<file path="src/rtl/dual_port_sync_ram.sv">
// dual_port_sync_ram: two-port synchronous RAM with a zeroing sweep controller and a registered address-collision flag.
module dual_port_sync_ram #(
  parameter int DATA_W   = 8,
  parameter int ADDR_W   = 4,
  parameter int RDW_MODE = 0
) (
  input  logic              clk,
  input  logic              rst_n,
  input  logic              clr,
  input  logic              en_a,
  input  logic              en_b,
  input  logic              we_a,
  input  logic              we_b,
  input  logic [ADDR_W-1:0] addr_a,
  input  logic [ADDR_W-1:0] addr_b,
  input  logic [DATA_W-1:0] din_a,
  input  logic [DATA_W-1:0] din_b,
  output logic [DATA_W-1:0] dout_a,
  output logic [DATA_W-1:0] dout_b,
  output logic              busy,
  output logic              collision
);
  localparam int DEPTH = 1 << ADDR_W;
  typedef enum logic {S_CLEAR, S_READY} state_t;
  state_t            r_state;
  logic [ADDR_W-1:0] r_clr_cnt;
  logic [DATA_W-1:0] r_mem [DEPTH];
  logic              w_ready;
  logic              w_wr_a;
  logic              w_wr_b;
  assign w_ready = r_state == S_READY;
  assign w_wr_a  = w_ready && en_a && we_a;
  assign w_wr_b  = w_ready && en_b && we_b;
  assign busy    = !w_ready;
  always_ff @(posedge clk or negedge rst_n) begin
    if (!rst_n) begin
      r_state   <= S_CLEAR;
      r_clr_cnt <= '0;
    end else if (!w_ready) begin
      r_clr_cnt <= r_clr_cnt + 1'b1;
      if (&r_clr_cnt) r_state <= S_READY;
    end else if (clr) begin
      r_state   <= S_CLEAR;
      r_clr_cnt <= '0;
    end
  end
  // Port A is written last so it wins a same-address write race.
  always_ff @(posedge clk) begin
    if (!w_ready) r_mem[r_clr_cnt] <= '0;
    else begin
      if (w_wr_b) r_mem[addr_b] <= din_b;
      if (w_wr_a) r_mem[addr_a] <= din_a;
    end
  end
  always_ff @(posedge clk or negedge rst_n) begin
    if (!rst_n) begin
      dout_a    <= '0;
      dout_b    <= '0;
      collision <= 1'b0;
    end else begin
      collision <= w_ready && en_a && en_b && addr_a == addr_b && (we_a || we_b);
      if (w_ready && en_a) dout_a <= (RDW_MODE != 0 && we_a) ? din_a : r_mem[addr_a];
      if (w_ready && en_b) dout_b <= (RDW_MODE != 0 && we_b) ? din_b : r_mem[addr_b];
    end
  end
endmodule
</file>
<file path="config.mk">
export PLATFORM = sky130hd
export DESIGN_NAME = dual_port_sync_ram
export DESIGN_NICKNAME = d
export VERILOG_FILES = /design/src/rtl/dual_port_sync_ram.sv
export SDC_FILE = /design/constraint.sdc
export NUM_CORES = 1
export LEC_CHECK = 0
export CAP_MARGIN = 20
export CORE_MARGIN = 2
export CORE_UTILIZATION = 30
export CTS_BUF_LIST = sky130_fd_sc_hd__clkbuf_8 sky130_fd_sc_hd__clkbuf_16
export DETAILED_ROUTE_END_ITERATION = 7
export SLEW_MARGIN = 40
export SYNTH_ARGS = -nofsm -noshare
export SYNTH_HDL_FRONTEND = slang
export SYNTH_SLANG_ARGS = --single-unit
</file>
<file path="constraint.sdc">
create_clock -name clk -period 2.6 [get_ports clk]
set_clock_uncertainty 0.15 [all_clocks]
set_input_delay 0.26 -clock clk [delete_from_list [all_inputs] [get_ports clk]]
set_output_delay 0.26 -clock clk [all_outputs]
set_load 0.02 [all_outputs]
</file>
Word-level counts from Yosys, hierarchy flattened:

Memory sizes are Yosys's and may differ from the RTL's. A register that Yosys moved wholly into a read port is not among the register bits.
Index checks and enable logic that the tools add are counted.
W data, S select, Z words.

* logic and storage cells: 35
* output and inout bits: 18
* RAM bits: 128
* flip-flop bits (word level): 6
* bits of input ports: 31
* memories kept: 1

* eq/ne operators: 2
* multiplexer cells: 15
* reductions and logical operators: 13
* add/subtract/negate cells: 1

Memory list
* r_mem: words 16, bits a word 8, rd ports 2, clocked after Yosys merged registers in 2, wr ports 2, RTL line 27 `logic [DATA_W-1:0] r_mem [DEPTH];`

Operators by type and width (number)
* $mux W4: 3
* $mux W1: 11
* $mux W8: 1
* $reduce_or A8 Y1: 1
* $logic_and A1 B1 Y1: 7
* $add A4 B1 Y4 const B: 1
* $eq A4 B4 Y1: 1
* $reduce_and A4 Y1: 1
* $logic_not A1 Y1: 3
* $ne A2 B2 Y1 const B: 1
* $logic_or A1 B1 Y1: 1

Logic depth before layout (Yosys ltp):

Gate-level depths: netlist of run 1.

* word-level depth: 7
* mapped depth: 7
* depth with buffers taken out: 4

Least setup slack after synthesis of run 1:

No wires, ideal clock.

* path type: input port to flip-flop
* start point: input port addr_b[0]
* end point: memory r_mem[0][0], enable pin
* arrival: 1.712 ns
* path slack: 0.354 ns
* library setup time: 0.384 ns
* data required time: 2.066 ns
* cell stages on the path: 6
* buffers on the path: 3
* cell sequence: clkbuf_1 buf_2 buf_2 nor3_1 a31oi_1 o21ai_0

RTL lines
* from (decl): RTL line 15 `input logic [ADDR_W-1:0] addr_b,`
* to (decl): RTL line 27

Worst setup path after layout of run 1:

* start point: register r_state
* end point: output port busy

* word-level cells in the longest chain between the ends: 1

Ends and longest elaborated chain
* from (decl): RTL line 25 `state_t r_state;`
* from (signal assigned): RTL line 37 `r_state <= S_CLEAR;`
* from (signal assigned): RTL line 41 `if (&r_clr_cnt) r_state <= S_READY;`
* from (signal assigned): RTL line 43 `r_state <= S_CLEAR;`
* $logic_not A1 Y1
* to (decl): RTL line 20 `output logic busy,`

Every way passes these cells.

==> metrics, run 1 <==
PwrDens=755 nW/um2; library cells used by synthesis=49; RePlAce Congestion=0.862; antenna cell count=0; CTS tree=yes; Post-synth EDFFs=128; fraction of registers with async set/reset=0.147; main flop type after synthesis=edfxtp_1; H-tree Lvls=4; area of the multi-input gates=4180 um2; Root Driver=clkbuf_16; max cap viols=0; antenna violations before repair=0; Post-Syn Area per Cell=13.1 um2; Max Buffers Root-to-Sink=2; fill count=2757; max_slew headroom=0.525; Hold WC Path Type=input port to async pin; fmax=457 MHz; synthesis warning total=0; largest net degree at the start of global routing=28; Critical Path RT=2190 ps; Max Slew Vio Count=0; Syn Nets=709; CP endpoint kind=primary output; Switch Pwr=2640 uW; top cell type's share of synthesized area=0.433; first-pass GRT wire length=40.2 mm; Cell Rows=62; Post-CTS Setup Repair Bufs=0; final setup TNS=0 ps; run status=finished clean; Final Power=8170 uW; VDD IR max=0.000440 V; Port Buffers=48; Core ar.=28900 um2; first-pass detailed-route iteration total=5; post-synthesis cell count=677; FF/Latch Area=4390 um2; Synth area leader=edfxtp_1; RSZ-0062 raised after global routing=false; DR vias=6212; clock power share=0.298; Switching Share=0.323; Routed Antenna Nets=0; clk slew on worst S/H paths=70 ps; Pint=5530 uW; Mapped Area=8870 um2; global route total overflow=0; routed length per instance=22.9 um; IO Pins=49; Seq/Total Area, Yosys=0.495; top post-synthesis cells by area=edfxtp_1, mux2_2, mux2i_1; Final period util=0.842; chip height=176 um; number of gates resized after CTS=0; cts bufs inserted=17; sequential share of power=0.427; slew of the pin with the lowest slew margin=711 ps; Starting DRT DRC Count=526; Comb pwr share=0.275; crit path launch type=register; Post-Route WL=26.7 mm; Inst Count DP=1133; data arrival time of the worst path=1780 ps; Die ar.=31000 um2; clock period minus worst slack=2190 ps; Clock Latency Late Sink=430 ps; Starting Density=0.307; Sinks on Clock Net=150; Synth-to-Final Area Change=21.9%; hold buffers post-CTS=0; final setup vio count=0; DP HPWL=19.6 mm; # DRC=0; worst-path maximum fanout=9; Synth Register Bits=150; gr usage total=0.176; Die Wd=176 um; Final Hold Fails=0; CP Class=register to primary output; P_leak=0.00423 uW; vias per cell=5.33; share of cells above drive strength 1=0.360; number of global-route vias before repair=6230; Nets=800; Finished Layout Cells=1165; final core occ=0.374
## layout by cell type, fill, tap and decap left out, types with 17 or more instances in the layout
master / n
buf_4: 78
clkdlybuf4s50_1: 45
o22ai_1: 20
mux2i_1: 98
nand2_1: 28
edfxtp_1: 128
a22oi_1: 26
dfrtp_1: 22
mux2_2: 122
clkbuf_16: 17
## through the flow
stage          setup slack (ps)  hold WS, ps  area [um2]
2_1_floorplan               354         -186        8870
5_1_grt                     329         88.1       10800
3_5_place_dp               75.5          354       10200
3_3_place_gp                101          363       10200
6_report                    411         61.1       10800
4_1_cts                     389         59.8       10800
## cells by family after synthesis
family	synth area share
AOI/OAI and AO/OA	0.0858
xor gates and xnor gates	0.00592
adders and majority gates	0.00141
buffers and inverters	0.0333
DFF	0.495
muxes	0.315
and+or+nand+nor	0.0638
## critical path: stages (launching register included)
cell,delay (ps)
dfrtp_1,430
buf_4,190
inv_1,110
clkdlybuf4s50_1,620
## sequential cells by signal (all words and copies together) (netlist names)
name	count
r_mem	128
dout_a	8
r_clr_cnt	4
collision	1
dout_b	8
r_state	1
## cells in the mapped netlist (all sizes together) (2+ instances only)
master and count:
nand2 28, nor3 3, nand3b 2, or3 5, nor2 26, clkbuf 32
mux2 130, o32ai 2, inv 5, mux2i 98, nor2b 5, a2bb2oi 6
nand3 14, o22ai 20, a22oi 26, dfrtp 22, a21oi 14, edfxtp 128
nand2b 2, a31oi 12, xor2 4, xnor2 2, a221oi 2, and2 11
buf 27, a311oi 2, o21ai 15, mux4 14, nor3b 2, a32oi 10
## final cells by class
| class | instances | share of cell area |
|---|---|---|
| Clock inverter | 13 | 0.0113 |
| Inverter | 5 | 0.00174 |
| Tap cell | 384 | 0.0444 |
| Clock buffer | 19 | 0.0419 |
| Multi-Input combinational cell | 463 | 0.387 |
| Sequential cell | 150 | 0.406 |
| Timing Repair Buffer | 131 | 0.108 |
## power by group through the flow
stage                     sequential (uW)  clock, uW  combinational, uW
after floorplan                      3570          0               1110
after global placement               3520          0               2210
after detailed placement             3530          0               2230
after CTS                            3490       2470               2240
after global routing                 3540       2580               2410
final                                3490       2430               2250
## path summary, 6_finish.rpt
check | from | end | slack, ps | cells after the start
worst min-delay path | rst_n | dout_a[1] | 60 | 2
worst min register to register | dout_b[3] | dout_b[3] | 370 | 2
min in group clk | dout_b[3] | dout_b[3] | 370 | 2
worst max register to register | r_state | r_mem[7][1] | 450 | 5
max in group asynchronous | rst_n | r_clr_cnt[3] | 1970 | 2
worst max-delay path | r_state | busy | 410 | 3
## metal layers
metal | global-route usage | vias to the layer above | routed length (um)
met5 | 0 | - | 0
met4 | 0.0620 | 0 | 577
met3 | 0.0304 | 36 | 1500
met2 | 0.280 | 220 | 12500
met1 | 0.243 | 3108 | 12100
li1 | - | 2848 | -
No activity file was read; power rests on OpenSTA's default activity.
==> run 2: changes to the inputs <==
==> constraint.sdc (replaced) <==
create_clock -name clk -period 1.9 [get_ports clk]
set_clock_uncertainty 0.15 [all_clocks]
set_input_delay 0.19 -clock clk [delete_from_list [all_inputs] [get_ports clk]]
set_output_delay 0.19 -clock clk [all_outputs]
set_load 0.02 [all_outputs]
==> run 2 against run 1 <==
Against the previous run: the run now ends with negative setup slack left; non-clock buffer count grew 66; wire length is 17% higher; design area increased by 15%; via count is 9.1% higher; combinational power is 85% higher; utilization rose by 5.5 points; largest power group unchanged; highest routed layer is now met5.
==> metrics, run 2 (synthesis gave the netlist of run 1 again) <==
run status=complete, but fails checks; failing checks=negative setup slack; number of global-route vias before repair=6776 (+8.8%); first-pass detailed-route iteration total=8 (+3); critical path's slowest cell=or3_4; max cap viols=0 (unchanged); clock period minus worst slack=2040 ps; routed length per instance=25.4 um (+11%); Hold WC Path Type=input port to register; Routed Antenna Nets=0 (unchanged); DR vias=6780 (+9.1%); setup ws final=-142 ps (-554 ps); Cell Rows=62 (unchanged); FF-to-FF End=r_mem[2][3]; max FFs per register=128 (unchanged); worst-path maximum fanout=8 (-1); Starting DRT DRC Count=708 (+35%); DP HPWL=21.6 mm (+9.8%); Root Driver=clkbuf_16; final setup vio count=150 (+150); RSZ-0062 raised after global routing=true; Max Slew Vio Count=0 (unchanged); Nets=867 (+8.4%); Die Wd=176 um (unchanged); PwrDens=973 nW/um2 (+29%); Post-Route WL=31.2 mm (+17%); IO Pins=49 (unchanged); R2R cell count=6 (+1); Starting Density=0.307 (unchanged); slew of the pin with the lowest slew margin=587 ps (-124 ps); commonest non-fill, non-tap cell in the layout=edfxtp_1; Synth-to-Final Area Change=39.9%; Core ar.=28900 um2 (unchanged); worst hold path depth=2; largest net degree at the start of global routing=31 (+11%); reg2reg setup slack=-140 ps (-590 ps); gr usage total=0.204 (+0.0281); crit path launch type=register; CP endpoint kind=register; VDD IR max=0.000653 V (+48%); data arrival time of the worst path=2030 ps (+250 ps); Setup WS pre-CTS=-546 ps (-621 ps); Hold EP=r_clr_cnt[3]; Critical Path RT=1890 ps (-300 ps); chip height=176 um (unchanged); hold_sp=clr; critical path, cell by cell=and2_4 -> nand4b_4 -> or3_4 -> buf_8 -> o21ai_2 -> buf_6; fmax=490 MHz; P_leak=0.00482 uW (+14%); area of the multi-input gates=4860 um2 (+16%); CTS tree=yes; Die ar.=31000 um2 (unchanged); first-pass GRT wire length=45.6 mm (+13%); antenna violations before repair=1 (+1); RePlAce Congestion=0.853 (-1.1%); Max Buffers Root-to-Sink=2 (unchanged); Most flops, register=r_mem; Top Registers=r_mem: 128 flops, dout_a: 8 flops, dout_b: 8 flops; Clock Latency Late Sink=430 ps (about the same); WHS=293 ps (+232 ps); antenna cell count=0 (unchanged); # DRC=0 (unchanged); Sinks on Clock Net=150 (unchanged); Final period util=1.07; most frequent cells in the layout=edfxtp_1, mux2i_1, buf_4; Worst path top cell family by delay=simple AND/OR/NAND/NOR gates; Port Buffers=48 (unchanged); Crit path buffers/inverters=2 (-1); vias per cell=5.51 (+3.3%); clk slew on worst S/H paths=60 ps (about the same); crit-path max cell delay=430 ps (-190 ps); max_slew headroom=0.608 (+0.0833); FF/Latch Area=4400 um2 (about the same); share of cells above drive strength 1=0.456 (+0.0959); Final Hold Fails=0 (unchanged); H-tree Lvls=4 (unchanged); fill count=2586 (-6.2%); reg2reg start=r_state; CP Class=register to register; cts bufs inserted=17 (unchanged); global route total overflow=0 (unchanged)
-- run 2: worst max path at each step --
stage / startpoint / endpoint / slack [ps] / cells past startpoint
after floorplan: addr_b[0] / r_mem[11][0] / -170 / 5
after global placement: en_b / r_mem[7][2] / -520 / 7
after detailed placement: en_b / r_mem[3][3] / -550 / 7
after CTS: r_state / r_mem[2][6] / -110 / 5
after global routing: r_state / r_mem[2][3] / -180 / 6
final: r_state / r_mem[2][3] / -140 / 6
-- run 2: layout make-up --
class                      instances  share of cell area
inverter                           5             0.00151
multi-input combinational        464               0.392
sequential                       150               0.354
timing repair buffer             197               0.172
clock inverter                    14             0.00776
tap                              384              0.0387
clock buffer                      17              0.0343
-- run 2: where the power goes --
group | internal (uW) | switching (uW)
Sequential | 4360 | 422
Combinational | 1940 | 2220
Clock | 1760 | 1370
Total | 8060 | 4020
-- run 2: per-layer routing --
metal,share of wire,global-route usage
met1,0.42,0.270
met2,0.48,0.329
met3,0.081,0.0476
met4,0.025,0.0699
met5,0.00038,0
-- run 2: through the flow --
step	std cells	utilization	instance area [um2]	TNS [ps]	power, uW
after CTS	1226	0.420	12200	-9490	11900
after global routing	1231	0.429	12400	-16400	12500
after global placement	1184	0.379	11000	-103060	8330
after floorplan	677	-	8950	-7820	6490
after detailed placement	1184	0.379	11000	-112370	8350
final	1231	0.429	12400	-9740	12100
-- run 2: what timing repair did --
action	in CTS	in global routing
setup endpoints to repair	258	254
hold buffers	1	0
hold endpoints to repair	22	0
pin swaps	17	17
buffers inserted	9	4
resized for setup	149	46
cloned	4	1
==> run 3: changes to the inputs <==
--- a/config.mk
+++ b/config.mk
@@ -6,10 +6,13 @@
 export NUM_CORES = 1
 export LEC_CHECK = 0
 export CAP_MARGIN = 20
+export CELL_PAD_IN_SITES_DETAIL_PLACEMENT = 1
+export CELL_PAD_IN_SITES_GLOBAL_PLACEMENT = 1
 export CORE_MARGIN = 2
 export CORE_UTILIZATION = 30
 export CTS_BUF_LIST = sky130_fd_sc_hd__clkbuf_8 sky130_fd_sc_hd__clkbuf_16
 export DETAILED_ROUTE_END_ITERATION = 7
+export PLACE_DENSITY_LB_ADDON = 0.1
 export SLEW_MARGIN = 40
 export SYNTH_ARGS = -nofsm -noshare
 export SYNTH_HDL_FRONTEND = slang
==> run 3 against run 2 <==
Against the previous run: the flow still finishes with violations (negative setup slack); critical path depth unchanged; worst hold slack better by 8.2 ps; largest cell class unchanged; sequential power up 2%; combinational power up 2%; cell count down 0.24%; critical endpoint is now r_mem[9][6]; register-to-register slack better by 40 ps; clock power up 15%; flip-flop and latch count unchanged; via count down 0.38%; largest power group unchanged; sequential share of layout area up 0.21 points.
==> metrics, run 3 (synthesis gave the netlist of run 1 again) <==
run status=complete, but fails checks; failing checks=negative setup slack; Die Wd=176 um (unchanged); crit path launch type=register; clk slew on worst S/H paths=70 ps (about the same); IO Pins=49 (unchanged); CP Class=register to register; Critical Path Stages=6 (unchanged); Sinks on Clock Net=150 (unchanged); gr usage total=0.241 (+0.0369); VDD IR max=0.000581 V (-11%); crit-path max cell delay=430 ps (about the same); # DRC=0 (unchanged); fmax=500 MHz (+2.0%); critical path, cell by cell=and2_4 -> nand3_4 -> buf_4 -> buf_4 -> o22ai_4 -> buf_8; number of global-route vias before repair=7363 (+8.7%); CP endpoint kind=register; max cap viols=0 (unchanged); cts bufs inserted=17 (unchanged); first-pass GRT wire length=52.9 mm (+16%); Routed Antenna Nets=0 (unchanged); chip height=176 um (unchanged); max FFs per register=128 (unchanged); Worst path top cell family by delay=buffers and inverters; largest net degree at the start of global routing=33 (+6.5%); clock period minus worst slack=2000 ps (-40.8 ps); commonest non-fill, non-tap cell in the layout=edfxtp_1; antenna cell count=0 (unchanged); Worst setup startpoint=r_state; routed length per instance=29.6 um (+17%); global route total overflow=0 (unchanged); share of cells above drive strength 1=0.448 (-0.00786); Critical Path RT=1900 ps (about the same); H-tree Lvls=4 (unchanged); DP HPWL=26.9 mm (+25%); data arrival time of the worst path=2000 ps (-30 ps); P_leak=0.00478 uW (-0.72%); Core ar.=28900 um2 (unchanged); PwrDens=1030 nW/um2 (+5.8%); RePlAce Congestion=0.842 (-1.3%); Most flops, register=r_mem; first-pass detailed-route iteration total=5 (-3); slew of the pin with the lowest slew margin=523 ps (-64.3 ps); Max Buffers Root-to-Sink=2 (unchanged); Cell Rows=62 (unchanged); vias per cell=5.50 (-0.14%); reg2reg setup slack=-100 ps (+40 ps); Setup WS pre-CTS=-553 ps (-6.80 ps); reg2reg start=r_state; most frequent cells in the layout=edfxtp_1, mux2i_1, buf_4; fill count=2955 (+14%); Final Power=12700 uW (+5.1%); Final Hold Fails=0 (unchanged); Top Registers=r_mem: 128 flops, dout_a: 8 flops, dout_b: 8 flops; Crit path buffers/inverters=3 (+1); R2R cell count=6 (unchanged); FF-to-FF End=r_mem[9][6]; Starting DRT DRC Count=581 (-18%); RSZ-0062 raised after global routing=true; Starting Density=0.307 (unchanged); Hold WC Path Type=input port to register; Port Buffers=48 (unchanged); Nets=863 (-0.46%); max_slew headroom=0.642 (+0.0337); worst setup path end=r_mem[9][6]; CTS tree=yes; Root Driver=clkbuf_16; DR vias=6754 (-0.38%); worst-path maximum fanout=8 (unchanged); setup ws final=-101 ps (+40.8 ps); cell mode on critical path=buf_4; antenna violations before repair=1 (unchanged); critical path's slowest cell=dfrtp_2; Max Slew Vio Count=0 (unchanged); Die ar.=31000 um2 (unchanged); Final period util=1.05 (-0.0215); Synth-to-Final Area Change=39.1%; Clock Latency Late Sink=430 ps (about the same); WHS=302 ps (+8.23 ps); Post-Route WL=36.4 mm (+16%); final setup vio count=222 (+48%)
[run 3: power breakdown]
| part | internal (uW) | switching [uW] |
|---|---|---|
| Sequential | 4360 | 496 |
| Clock | 2000 | 1610 |
| Combinational | 1910 | 2330 |
| Total | 8270 | 4430 |
[run 3: worst reg2reg max path, stage by stage (launching register included)]
cell and delay, ps:
dfrtp_2 430, and2_4 240, nand3_4 120, buf_4 190, buf_4 170, o22ai_4 230, buf_8 190
[run 3: metrics by stage]
step           area [um2]  TNS, ps  utilization  instances
2_1_floorplan        8950    -7820            -        677
3_3_place_gp        11000  -106070        0.380       1185
3_5_place_dp        11000  -107760        0.380       1185
4_1_cts             12300    -9650        0.424       1227
5_1_grt             12300   -22670        0.426       1228
6_report            12300   -10390        0.426       1228
[run 3: what timing repair did]
item | in CTS | in global routing
gates cloned | 1 | 1
setup endpoints to repair | 257 | 259
gates resized for setup | 138 | 14
hold endpoints to repair | 22 | 0
setup buffers | 9 | 0
pin swaps | 17 | 4
hold buffers | 1 | 0
[run 3: layout make-up]
| cell class | instances | area, um2 | area share |
|---|---|---|---|
| flip-flops and latches | 150 | 4400 | 0.356 |
| clock buffers | 17 | 425 | 0.0345 |
| multi-input cells | 464 | 4760 | 0.386 |
| well taps | 384 | 480 | 0.0389 |
| inverters | 5 | 18.8 | 0.00152 |
| repair buffers | 193 | 2070 | 0.168 |
| clock inverters | 15 | 181 | 0.0147 |
[run 3: worst min-delay path by stage]
| stage | to | cells after the start | slack, ps | from |
|---|---|---|---|---|
| after global placement | dout_b[5] | 2 | 380 | dout_b[5] |
| final | r_clr_cnt[1] | 2 | 300 | clr |
| after detailed placement | dout_b[5] | 2 | 360 | dout_b[5] |
| after global routing | r_clr_cnt[1] | 2 | 320 | clr |
| after CTS | r_clr_cnt[1] | 2 | 290 | clr |
| after floorplan | collision | 0 | -260 | rst_n |
[run 3: layer usage]
layer / global-route usage / up-vias / wire [um] / share of wire
li1: - / 2958 / - / -
met1: 0.312 / 3506 / 16000 / 0.44
met2: 0.399 / 232 / 17300 / 0.48
met3: 0.0450 / 56 / 1730 / 0.048
met4: 0.0944 / 2 / 1220 / 0.033
met5: 0 / - / 11 / 0.00030
